`config.mk`:
```
export PLATFORM = sky130hd
export DESIGN_NAME = alu_exec_unit
export DESIGN_NICKNAME = d
export VERILOG_FILES = /design/src/rtl/alu_exec_unit.sv
export SDC_FILE = /design/constraint.sdc
export NUM_CORES = 1
export LEC_CHECK = 0
export ABC_AREA = 1
export CORE_MARGIN = 1
export CORE_UTILIZATION = 35
export DETAILED_ROUTE_END_ITERATION = 8
export PLACE_DENSITY = 0.56
export SLEW_MARGIN = 20
export SYNTH_ARGS = -nofsm -noshare
export SYNTH_HDL_FRONTEND = slang
export SYNTH_SLANG_ARGS = --single-unit
export TNS_END_PERCENT = 30
```
`constraint.sdc`:
```
create_clock -name clk -period 3.64 [get_ports clk]
set_input_delay 0.728 -clock clk [delete_from_list [all_inputs] [get_ports clk]]
set_output_delay 0.728 -clock clk [all_outputs]
set_load 0.05 [all_outputs]
```
`src/rtl/alu_exec_unit.sv`:
```
// Execution-stage ALU: single-cycle logic/arith ops, bit-serial shifts, optional shift-add multiply.
// Define ALU_EXEC_MUL_EN to build the multiplier for code 1000; otherwise that code is illegal.
module alu_exec_unit #(
    parameter int WIDTH = 32
) (
    input  logic             clk,
    input  logic             rst,
    input  logic             in_valid,
    output logic             in_ready,
    input  logic [3:0]       alu_ctrl,
    input  logic [WIDTH-1:0] op_a,
    input  logic [WIDTH-1:0] op_b,
    output logic             out_valid,
    input  logic             out_ready,
    output logic [WIDTH-1:0] out_result,
    output logic             out_zero,
    output logic             out_illegal
);

    localparam logic [3:0] OP_AND = 4'b0000;
    localparam logic [3:0] OP_OR  = 4'b0001;
    localparam logic [3:0] OP_ADD = 4'b0010;
    localparam logic [3:0] OP_SLL = 4'b0011;
    localparam logic [3:0] OP_SRL = 4'b0100;
    localparam logic [3:0] OP_SRA = 4'b0101;
    localparam logic [3:0] OP_SUB = 4'b0110;
    localparam logic [3:0] OP_SLT = 4'b0111;
    localparam logic [3:0] OP_MUL = 4'b1000;
    localparam logic [3:0] OP_NOR = 4'b1100;

`ifdef ALU_EXEC_MUL_EN
    localparam bit MUL_EN = 1'b1;
`else
    localparam bit MUL_EN = 1'b0;
`endif

    typedef enum logic [1:0] {
        IDLE,
        BUSY,
        DONE
    } state_t;

    state_t           state;
    logic [3:0]       op_code;
    logic [5:0]       count;
    logic [WIDTH-1:0] acc;
    logic [WIDTH-1:0] acc_next;
    logic [WIDTH-1:0] load_result;
    logic [WIDTH-1:0] busy_result;
    logic             is_shift;
    logic             is_mul;
    logic             legal;
    logic             start_busy;

    assign in_ready = (state == IDLE) && !rst;

    assign is_shift   = (alu_ctrl == OP_SLL) || (alu_ctrl == OP_SRL) || (alu_ctrl == OP_SRA);
    assign is_mul     = MUL_EN && (alu_ctrl == OP_MUL);
    assign legal      = is_shift || is_mul ||
                        (alu_ctrl == OP_AND) || (alu_ctrl == OP_OR)  || (alu_ctrl == OP_ADD) ||
                        (alu_ctrl == OP_SUB) || (alu_ctrl == OP_SLT) || (alu_ctrl == OP_NOR);
    assign start_busy = (is_shift && (op_b[4:0] != 5'd0)) || is_mul;

    // Result registered at accept; a zero-distance shift passes A straight through.
    always_comb begin
        load_result = '0;
        case (alu_ctrl)
            OP_AND:                 load_result = op_a & op_b;
            OP_OR:                  load_result = op_a | op_b;
            OP_ADD:                 load_result = op_a + op_b;
            OP_SUB:                 load_result = op_a - op_b;
            OP_SLT:                 load_result = {{(WIDTH-1){1'b0}}, ($signed(op_a) < $signed(op_b))};
            OP_NOR:                 load_result = ~(op_a | op_b);
            OP_SLL, OP_SRL, OP_SRA: load_result = op_a;
            default:                load_result = '0;
        endcase
    end

    always_comb begin
        acc_next = acc;
        case (op_code)
            OP_SLL:  acc_next = {acc[WIDTH-2:0], 1'b0};
            OP_SRL:  acc_next = {1'b0, acc[WIDTH-1:1]};
            OP_SRA:  acc_next = {acc[WIDTH-1], acc[WIDTH-1:1]};
            default: acc_next = acc;
        endcase
    end

`ifdef ALU_EXEC_MUL_EN
    logic [WIDTH-1:0] mcand;
    logic [WIDTH-1:0] mplier;
    logic [WIDTH-1:0] product;
    logic [WIDTH-1:0] product_next;

    assign product_next = mplier[0] ? (product + mcand) : product;
    assign busy_result  = (op_code == OP_MUL) ? product_next : acc_next;

    always_ff @(posedge clk) begin
        if (rst) begin
            mcand   <= '0;
            mplier  <= '0;
            product <= '0;
        end else if (state == IDLE && in_valid && is_mul) begin
            mcand   <= op_a;
            mplier  <= op_b;
            product <= '0;
        end else if (state == BUSY) begin
            mcand   <= {mcand[WIDTH-2:0], 1'b0};
            mplier  <= {1'b0, mplier[WIDTH-1:1]};
            product <= product_next;
        end
    end
`else
    assign busy_result = acc_next;
`endif

    always_ff @(posedge clk) begin
        if (rst) begin
            state       <= IDLE;
            op_code     <= '0;
            count       <= '0;
            acc         <= '0;
            out_valid   <= 1'b0;
            out_result  <= '0;
            out_zero    <= 1'b0;
            out_illegal <= 1'b0;
        end else begin
            case (state)
                IDLE: begin
                    if (in_valid) begin
                        op_code <= alu_ctrl;
                        acc     <= op_a;
                        count   <= is_mul ? 6'd32 : {1'b0, op_b[4:0]};
                        if (legal && start_busy) begin
                            state <= BUSY;
                        end else begin
                            state       <= DONE;
                            out_valid   <= 1'b1;
                            out_result  <= legal ? load_result : '0;
                            out_zero    <= legal ? (load_result == '0) : 1'b1;
                            out_illegal <= !legal;
                        end
                    end
                end
                BUSY: begin
                    acc   <= acc_next;
                    count <= count - 6'd1;
                    if (count == 6'd1) begin
                        state       <= DONE;
                        out_valid   <= 1'b1;
                        out_result  <= busy_result;
                        out_zero    <= (busy_result == '0);
                        out_illegal <= 1'b0;
                    end
                end
                DONE: begin
                    if (out_ready) begin
                        state     <= IDLE;
                        out_valid <= 1'b0;
                    end
                end
                default: state <= IDLE;
            endcase
        end
    end

endmodule

```
* Word-level counts from Yosys, hierarchy flattened
Cells that the tools add are included.
Widths: inputs -> output; s select.
** Cells by class
- $add $sub $neg :: 3
- Multiply operators :: 0
- Divide/modulo/power cells :: 0
- $lt $le $gt $ge :: 1
- Eq/ne operators :: 18
- Shift operators :: 0
- Muxes and demuxes :: 30
- Bitwise gates (word level) :: 3
- Reductions and logical operators :: 26
** Operators with widths (number)
- $pmux 32 s7 :: 1
- $mux 32 :: 5
- $pmux 32 s2 :: 2
- $pmux 32 s3 :: 1
- $logic_not 32->1 :: 2
- $add 32x32->32 :: 1
- $and 32x32->32 :: 1
- $lt 32x32->1 :: 1
- $not 32->32 :: 1
- $or 32x32->32 :: 1
- $sub 32x32->32 :: 1
- $eq 4x3->1 const B :: 6
- $eq 4x2->1 const B :: 3
- $pmux 6 s2 :: 1
- $mux 1 :: 11
- $logic_or 1x1->1 :: 8
- $mux 2 :: 4
- $ne 2x2->1 const B :: 4
- $eq 6x1->1 const B :: 1
- $mux 6 :: 1
- $pmux 2 s3 :: 1
- $sub 6x1->6 const B :: 1
- $reduce_and 5->1 :: 1
- $reduce_bool 5->1 :: 1
- other kinds (16) :: 21
** Word-level totals
- Flip-flop bits (word level) :: 79
- Bits in latches :: 0
- RAM bits :: 0
- Bits in read-only memories :: 0
- Output and inout bits :: 36
- Word-level logic and storage cells :: 89
- Memories kept :: 0

* Depth between registers and ports, before layout
Gate-level depths: netlist (run 1).
- Depth in word-level cells :: 13
- Mapped depth :: 21

* Worst setup path before layout (run 1)
No wires, ideal clock.
- Path type :: input-to-reg
- From :: input port op_a[0]
- To :: register out_zero
- Setup time :: 0.067 ns
- Data arrival time :: 2.582 ns
- Data required time :: 3.573 ns
- Setup slack :: 0.991 ns
- Stages on the path :: 21
- Path through :: inv_1 -> ha_1 -> inv_1 -> fa_1 -> nand2_1 -> nand2_1 -> nand2_1 -> inv_1 -> nand2_1 -> nand3_1 -> nand3_1 -> inv_1 -> nor2_1 -> nand2_1 -> nand2_1 -> nor2_1 -> nor2_1 -> nand2_1 -> nor2_1 -> nand3_1 -> a21oi_2
** On the way
- Cells in the longest elaborated chain, start to end :: 8
- Elaborated cells on any way between the ends :: 12
- Classes of those cells :: 2 x add/sub; 1 x order compare; 5 x mux; 3 x bitwise; 1 x reduce/logical
** RTL lines
- start: declaration :: RTL line 11 : input logic [WIDTH-1:0] op_a,
- branches (longest 2 deep; another with $sub 32x32->32)
- $pmux 32 s7 (*) :: RTL line 67 : case (alu_ctrl)
- $logic_not 32->1 (*) :: RTL line 140 : out_zero <= legal ? (load_result == '0) : 1'b1;
- $mux 1 (*) :: RTL line 140
- $mux 1 (*) :: RTL line 134 : if (legal && start_busy) begin
- $mux 1 (*) :: RTL line 130 : if (in_valid) begin
- $pmux 1 s2 (*) :: RTL line 128 : case (state)
- end signal: assignment :: RTL line 140
- end signal: assignment :: RTL line 152 : out_zero <= (busy_result == '0);
- end: declaration :: RTL line 16 : output logic out_zero,
Every way passes the cells marked *. The select of a mux whose other input is x is not followed.
A chain may end at the register's enable or synchronous reset.

* Final worst setup path (run 1)
- From :: input port op_a[18]
- To :: register out_zero
Same word-level chain as after synthesis.

==> results of run 1 <==
## worst register-to-register path, cell delays in order, from the launching register on
cell     delay [ns]
dfxtp_1        0.33
inv_1          0.11
nand4_2        0.45
nand2_2        0.49
inv_2          0.27
a21oi_1        0.23
nand2_1        0.07
nor2_1         0.26
nand4_1        0.18
o21a_1         0.26
a21oi_2        0.13
## registers in the layout, indices dropped and copies added, names as in the netlist
| signal | count |
|---|---|
| op_code | 4 |
| out_zero | 1 |
| out_illegal | 1 |
| acc | 32 |
| count | 6 |
| out_valid | 1 |
| out_result | 32 |
| state | 2 |
## Yosys cell counts, types with 2 or more instances
cell	count	share of area
a211oi_1	6	0.0042
a21oi_1	79	0.037
a21oi_2	3	0.0025
a221oi_1	17	0.014
a31oi_1	65	0.038
and2_1	2	0.0012
and3_1	2	0.0012
buf_1	3	0.0011
buf_2	34	0.016
buf_6	2	0.0021
clkbuf_1	36	0.013
clkinv_1	2	0.00070
dfxtp_1	79	0.15
fa_1	2	0.0038
ha_1	105	0.12
inv_1	336	0.12
inv_2	5	0.0018
nand2_1	619	0.22
nand3_1	159	0.075
nand3b_1	3	0.0021
nand4_1	19	0.011
nor2_1	185	0.065
nor3_1	19	0.0089
nor3b_1	2	0.0014
nor4_1	5	0.0029
o211ai_1	7	0.0049
o21a_1	2	0.0014
o21ai_0	90	0.042
o21bai_1	10	0.0070
o221ai_1	8	0.0066
o22ai_1	32	0.019
or2_2	3	0.0018
## through the flow
| stage | cells | hold WS, ns | instance area (sq um) |
|---|---|---|---|
| after floorplan | 1950 | 0.437 | 10700 |
| final | 2580 | 0.465 | 13700 |
| after CTS | 2580 | 0.466 | 13700 |
| after detailed placement | 2564 | 0.456 | 13400 |
| after global placement | 2564 | 0.456 | 13400 |
| after global routing | 2580 | 0.495 | 13700 |
## cell families after synthesis
logic type | after synthesis | share of synthesized area
AND/OR/NAND/NOR | 1022 | 0.392
buffers and inverters | 419 | 0.153
flip-flops | 79 | 0.148
AO/OA/AOI/OAI | 322 | 0.179
adder cells (fa/ha/maj) | 107 | 0.127
XOR/XNOR | 1 | 0.000821
## how the worst max path moves through the flow
stage / to / cells after the start / startpoint / slack [ns]
3_3_place_gp: out_zero / 19 / op_b[20] / -0.19
4_1_cts: out_zero / 19 / op_b[20] / 0.21
5_1_grt: out_zero / 19 / op_b[6] / 0.01
2_1_floorplan: out_zero / 21 / op_a[0] / 0.99
3_5_place_dp: out_zero / 19 / op_b[20] / -0.14
6_report: out_zero / 19 / op_a[18] / 0.13
## metal layers
metal	up-vias	part of all wire
met5	-	0
met4	0	0.021
met3	58	0.079
met2	604	0.43
met1	6201	0.47
li1	6718	-
## cell type report
cell class	instances	area, sq um	area share
clock buffers	13	270	0.0197
clock inverters	3	40.0	0.00291
inverters	343	1290	0.0936
multi-input cells	1452	7510	0.547
flip-flops and latches	79	1580	0.115
well taps	390	488	0.0355
repair buffers	300	2570	0.187
## report_power, final
group	switching, uW	total (uW)	internal, uW
clock	358	943	585
combinational	1450	2260	802
sequential	79.1	1060	979
==> impl_results.md, run 1 <==
- Worst path bufs/invs: 4
- Post-route worst setup slack: 0.128 ns
- Total number of yosys warnings: 0
- Initial DRT Pass Iterations: 6
- Total Wirelength: 47.7 mm
- Critical-path cell list: clkdlybuf4s50_1, inv_1, ha_1, buf_4, nor2_1, inv_1, nor2_1, nand2_1, nor2_1, nand2_1, nand3_1, nand2_1, nand3_1, nand3_1, nor2_1, nand2_1, nor2_1, nand3_1, a21oi_2
- Maximum number of pins on one net before global-route repair: 67
- Vias in the first global route: 12700
- Crit. End Element: flop
- Area of the core region: 29800 sq um
- HPWL after DPL: 39.4 mm
- Max Fclk: 285 MHz
- Clock network latency to the later pin of the worst-skew pair: 0.35 ns
- Post-cts resize count: 0
- Post-Syn Area: 10700 sq um
- Die Wd: 177 um
- Global router's overall resource usage: 0.306
- Port Buf Inserts: 107
- Most frequently used flop master after synthesis: dfxtp_1
- Number of max-slew violations in the final report: 0
- Setup TNS Final: 0 ns
- R2R setup slack: 0.79 ns
- Async set-or-reset flop fraction in the synthesized netlist: 0
- Crit share post-route: 0.965
- Fill count: 3341
- Launch point of the worst hold path: count[1]
- Crit-path most repeated cell: nor2_1
- Gate Count Post-Synth: 1950
- Maximum vdd ir drop: 0.218 mV
- Endpoint required time on the critical path: 3.92 ns
- Capture endpoint of the worst hold path: count[1]
- Max transition margin: 0.521
- Sequential share of the synthesized area: 0.148
- Number of sinks on the clock net: 79
- Reg2Reg Launch Point: op_code[3]
- Utilization after layout: 0.461
- Number of storage elements in the synthesis netlist: 79
- Hold buffer count at cts: 0
- Cts bufs inserted: 9
- Grt total ovfl: 0
- DRC violations left: 0
- Clock tree root buffer cell: clkbuf_16
- Number of vias per cell: 5.26
- Syn nets: 2129
- Slowest library cell on the worst path: clkdlybuf4s50_1
- P_leak: 0.00717 uW
- Antenna Cells: 0
- Commonest cells after routing, fill and taps aside: 617 x nand2_1, 336 x inv_1, 190 x buf_4
- Setup skew after layout: 0.00698 ns
- Final Hold Viols: 0
- Highest cell delay on the worst timing path: 0.55 ns
- Average size of a mapped cell: 5.47 sq um
- Met2 Usage GRT: 0.468
- Total power consumption of the routed design: 4260 uW
- Finish-stage setup viols: 0
- Unrepaired setup endpoints after global routing: no
- Power per Cell Area: 310 nW/um^2
- Met3 Usage GRT: 0.0241
- Most frequent standard cell in the layout excluding fill and tap cells: nand2_1
- Grt met1 use: 0.457
- Final ANT Viol Nets: 0
- Buffer levels on the longest clock path: 2
- Number of max-cap violations: 0
- Overall via count from detail_route: 13600
- Area added between synthesis and finish: 28.9%
- Hold path cells: 2
- Data arrival time of the worst path: 3.79 ns
- Number of post-CTS setup repair buffers: 0
- Outcome: finished clean
- Critical path's top delay family: simple AND/OR/NAND/NOR gates
- Vert. Die Dim: 177 um
- Shortest period the worst path allows: 3.51 ns
- Violation count after the first detailed-route iteration: 1537
- Row Count: 63
- Number of enable-type register cells in the synthesized netlist: 0
- Critical Path Fanout Max: 7
- Clock transition at the registers of the reported paths: 0.06 ns
- HP Class: flop to flop
- Antenna violations before repair: 0
- Reg-to-reg critical path endpoint: out_zero
- Crit Path Class: primary input to flop
- Startpoint type of the worst setup path: primary input
- Actual transition at the worst max-transition pin: 0.714 ns
- Fraction of final layout cells sized beyond drive strength 1: 0.110
- I/O pin count: 108
- Fin nets: 2364
- Grt peak-use layer: met2
- Clock tree from TritonCTS: built
- Starting density of the core: 0.358
- Routed wire length per instance: 18.5 um
- Number of cells on the worst reg-to-reg path: 10
- Pre-CTS setup slack: -0.136 ns
- Wire length of the first global-routing pass: 72.6 mm
- Number of distinct library cells after synthesis: 41
- Final GP Congestion: 1.01
- Total die area: 31200 sq um
- # H-tree levels: 3
Power figures use the tool's default switching activity.
==> inputs of run 2 (changes only) <==
--- a/config.mk
+++ b/config.mk
@@ -6,9 +6,9 @@
 export NUM_CORES = 1
 export LEC_CHECK = 0
-export ABC_AREA = 1
 export CORE_MARGIN = 1
 export CORE_UTILIZATION = 35
 export DETAILED_ROUTE_END_ITERATION = 8
-export PLACE_DENSITY = 0.56
+export HOLD_SLACK_MARGIN = 0.08
+export PLACE_DENSITY = 0.57
 export SLEW_MARGIN = 20
 export SYNTH_ARGS = -nofsm -noshare
==> constraint.sdc (replaced) <==
create_clock -name clk -period 3.64 [get_ports clk]
set_input_delay 0.546 -clock clk [delete_from_list [all_inputs] [get_ports clk]]
set_output_delay 0.546 -clock clk [all_outputs]
set_load 0.05 [all_outputs]
==> impl_results.md, run 2 <==
- Outcome: finished with violations
- Violations in the final reports: setup timing
- Total Wirelength: 46.3 mm
- Vert. Die Dim: 171 um
- Net switching power figure: 1750 uW
- Port Buf Inserts: 107
- Utilization after layout: 0.539
- Hold buffer count at cts: 0
- Fin nets: 2008
- P_leak: 0.00650 uW
- Clock transition at the registers of the reported paths: 0.07 ns
- Area taken by flip-flops and latches: 1580 sq um
- Area taken by multi-input logic gates: 8270 sq um
- Routed wire length per instance: 20.9 um
- HPWL after DPL: 36.6 mm
- Initial DRT Pass Iterations: 5
- Crit share post-route: 1.03
- Pre-CTS setup slack: -0.774 ns
- Sequential share of the synthesized area: 0.158
- Power share of the clock group: 0.244
- Fill count: 2813
- Unrepaired setup endpoints after global routing: yes
- Final Hold Viols: 0
- Total power consumption of the routed design: 4390 uW
- Dominant cells by area after synthesis: dfxtp_1 16%, ha_1 13%, a21oi_1 8.3%
- Maximum number of pins on one net before global-route repair: 79
- Most frequently used flop master after synthesis: dfxtp_1
- Async set-or-reset flop fraction in the synthesized netlist: 0
- Row Count: 61
- Overall via count from detail_route: 12800
- Data arrival time of the worst path: 4.01 ns
- Global router's overall resource usage: 0.312
- Power per Cell Area: 292 nW/um^2
- Dominant cell by count in the synthesized netlist: nand2_1
- Number of max-cap violations: 0
- Logic pwr share: 0.527
- Smallest hold slack: 0.454 ns
- Grt total ovfl: 0
- Number of enable-type register cells in the synthesized netlist: 0
- Vias in the first global route: 12000
- Crit Path Class: primary input to flop
- # H-tree levels: 3
- Library cell occupying the most area in the post-synthesis netlist: dfxtp_1
- Die Wd: 171 um
- Total die area: 29200 sq um
- Fraction of final layout cells sized beyond drive strength 1: 0.296
- Violation count after the first detailed-route iteration: 1194
- Internal power component: 2640 uW
- Post-route worst setup slack: -0.110 ns
- Max transition margin: 0.413
- Startpoint type of the worst setup path: primary input
- HP Class: flop to flop
- Setup skew after layout: 0.00574 ns
- Endpoint required time on the critical path: 3.90 ns
- Max Fclk: 267 MHz
- Starting density of the core: 0.358
- DRC violations left: 0
- Largest registers: acc: 32 flops, out_result: 32 flops, count: 6 flops
- Crit. End Element: flop
- Wire length of the first global-routing pass: 69.7 mm
- Clock tree from TritonCTS: built
- Critical-path cell list: clkdlybuf4s50_1, inv_1, ha_4, buf_4, nor2b_1, o211a_1, a211o_1, or2_1, a31oi_2, o221ai_1, a222oi_1, buf_4, nand4_1, nor4_2, nand4_1, o41ai_2
- Post-Syn Area: 9990 sq um
- Area of the core region: 27900 sq um
- Area added between synthesis and finish: 50.6%
- Post-route cell area: 15000 sq um
- Net switching share of the total power: 0.399
- Critical Path Fanout Max: 10
- Final ANT Viol Nets: 0
- Actual transition at the worst max-transition pin: 0.873 ns
- Antenna Cells: 0
- Average size of a mapped cell: 6.94 sq um
- Syn nets: 1618
- Number of max-slew violations in the final report: 0
- Clock tree root buffer cell: clkbuf_16
- Gate Count Post-Synth: 1439
- Part of the total power dissipated in sequential elements: 0.229
- I/O pin count: 108
- Total number of yosys warnings: 0
- Worst path bufs/invs: 4
- Cts bufs inserted: 9
- Number of storage elements in the synthesis netlist: 79
- Number of distinct library cells after synthesis: 94
- Critical path's top delay family: compound AO/OA/AOI/OAI gates
- Slowest library cell on the worst path: clkdlybuf4s50_1
- Instance area at placement: 13900 sq um
- Number of sinks on the clock net: 79
- Maximum vdd ir drop: 0.220 mV
- Top post-synthesis cells by count: 209 x nand2_1, 165 x a21oi_1, 110 x nor2_1
- Highest cell delay on the worst timing path: 0.49 ns
- Number of vias per cell: 5.80
- Final GP Congestion: 0.976
- Post-synth top area share: 0.158
- Shortest period the worst path allows: 3.75 ns
- Clock network latency to the later pin of the worst-skew pair: 0.35 ns
- Finish-stage setup viols: 2
- Buffer levels on the longest clock path: 2
- Commonest cells after routing, fill and taps aside: 360 x buf_4, 205 x nand2_1, 146 x a21oi_1
- Most frequent standard cell in the layout excluding fill and tap cells: buf_4
- Antenna violations before repair: 0
## run 2: worst paths after layout
check / start / endpoint / slack (ns) / cells after the start
worst max-delay path: op_a[7] / out_zero / -0.11 / 16
worst min-delay path: out_result[4] / out_result[4] / 0.45 / 2
worst max register to register: count[2] / out_zero / 0.80 / 12
worst min register to register: out_result[4] / out_result[4] / 0.45 / 2
## run 2: final cells by class
class / count / area share
Inverter: 100 / 0.0255
Sequential cell: 79 / 0.105
Clock inverter: 6 / 0.00765
Timing Repair Buffer: 481 / 0.266
Clock buffer: 10 / 0.0152
Multi-Input combinational cell: 1158 / 0.550
Tap cell: 378 / 0.0314
## run 2: tightest hold or removal path: cells and delay by family (launching register included)
kind             cells  cell delay (ns)
flip-flops           1             0.31
AND/OR/NAND/NOR      1             0.05
AO/OA/AOI/OAI        1             0.05
## run 2: routing by layer
layer / vias to the layer above / share of wire / track usage
met5: - / 0 / 0
met4: 0 / 0.032 / 0.109
met1: 6140 / 0.45 / 0.429
met2: 555 / 0.45 / 0.505
li1: 6057 / - / -
met3: 82 / 0.070 / 0.0322
## run 2: power by group through the flow
stage,sequential (uW),combinational [uW],clock (uW)
4_1_cts,1000,2140,1080
3_5_place_dp,1020,2090,0
5_1_grt,1010,2460,1110
3_3_place_gp,1020,2090,0
2_1_floorplan,1130,970,0
6_report,1000,2310,1070
## run 2: kinds of logic (layout without fill, tap and decap cells)
logic type	count (synthesis)	count (layout)	share of synthesized area
DFF	79	79	0.158
adders and majority gates	107	107	0.136
muxes	8	8	0.00839
AOI/OAI and AO/OA	540	540	0.370
buffers and inverters	202	597	0.0850
and+or+nand+nor	498	498	0.238
xor gates and xnor gates	5	5	0.00438
## run 2: timing repair
action,CTS,global route
resized for setup,62,97
setup endpoints to repair,19,23
setup buffers,2,17
pin swaps,20,31
## run 2: metrics by stage
stage                     TNS, ns  instances
after floorplan                 0       1439
after global placement     -10.50       2177
after detailed placement   -11.07       2177
after CTS                  -0.326       2195
after global routing       -0.802       2212
final                      -0.180       2212
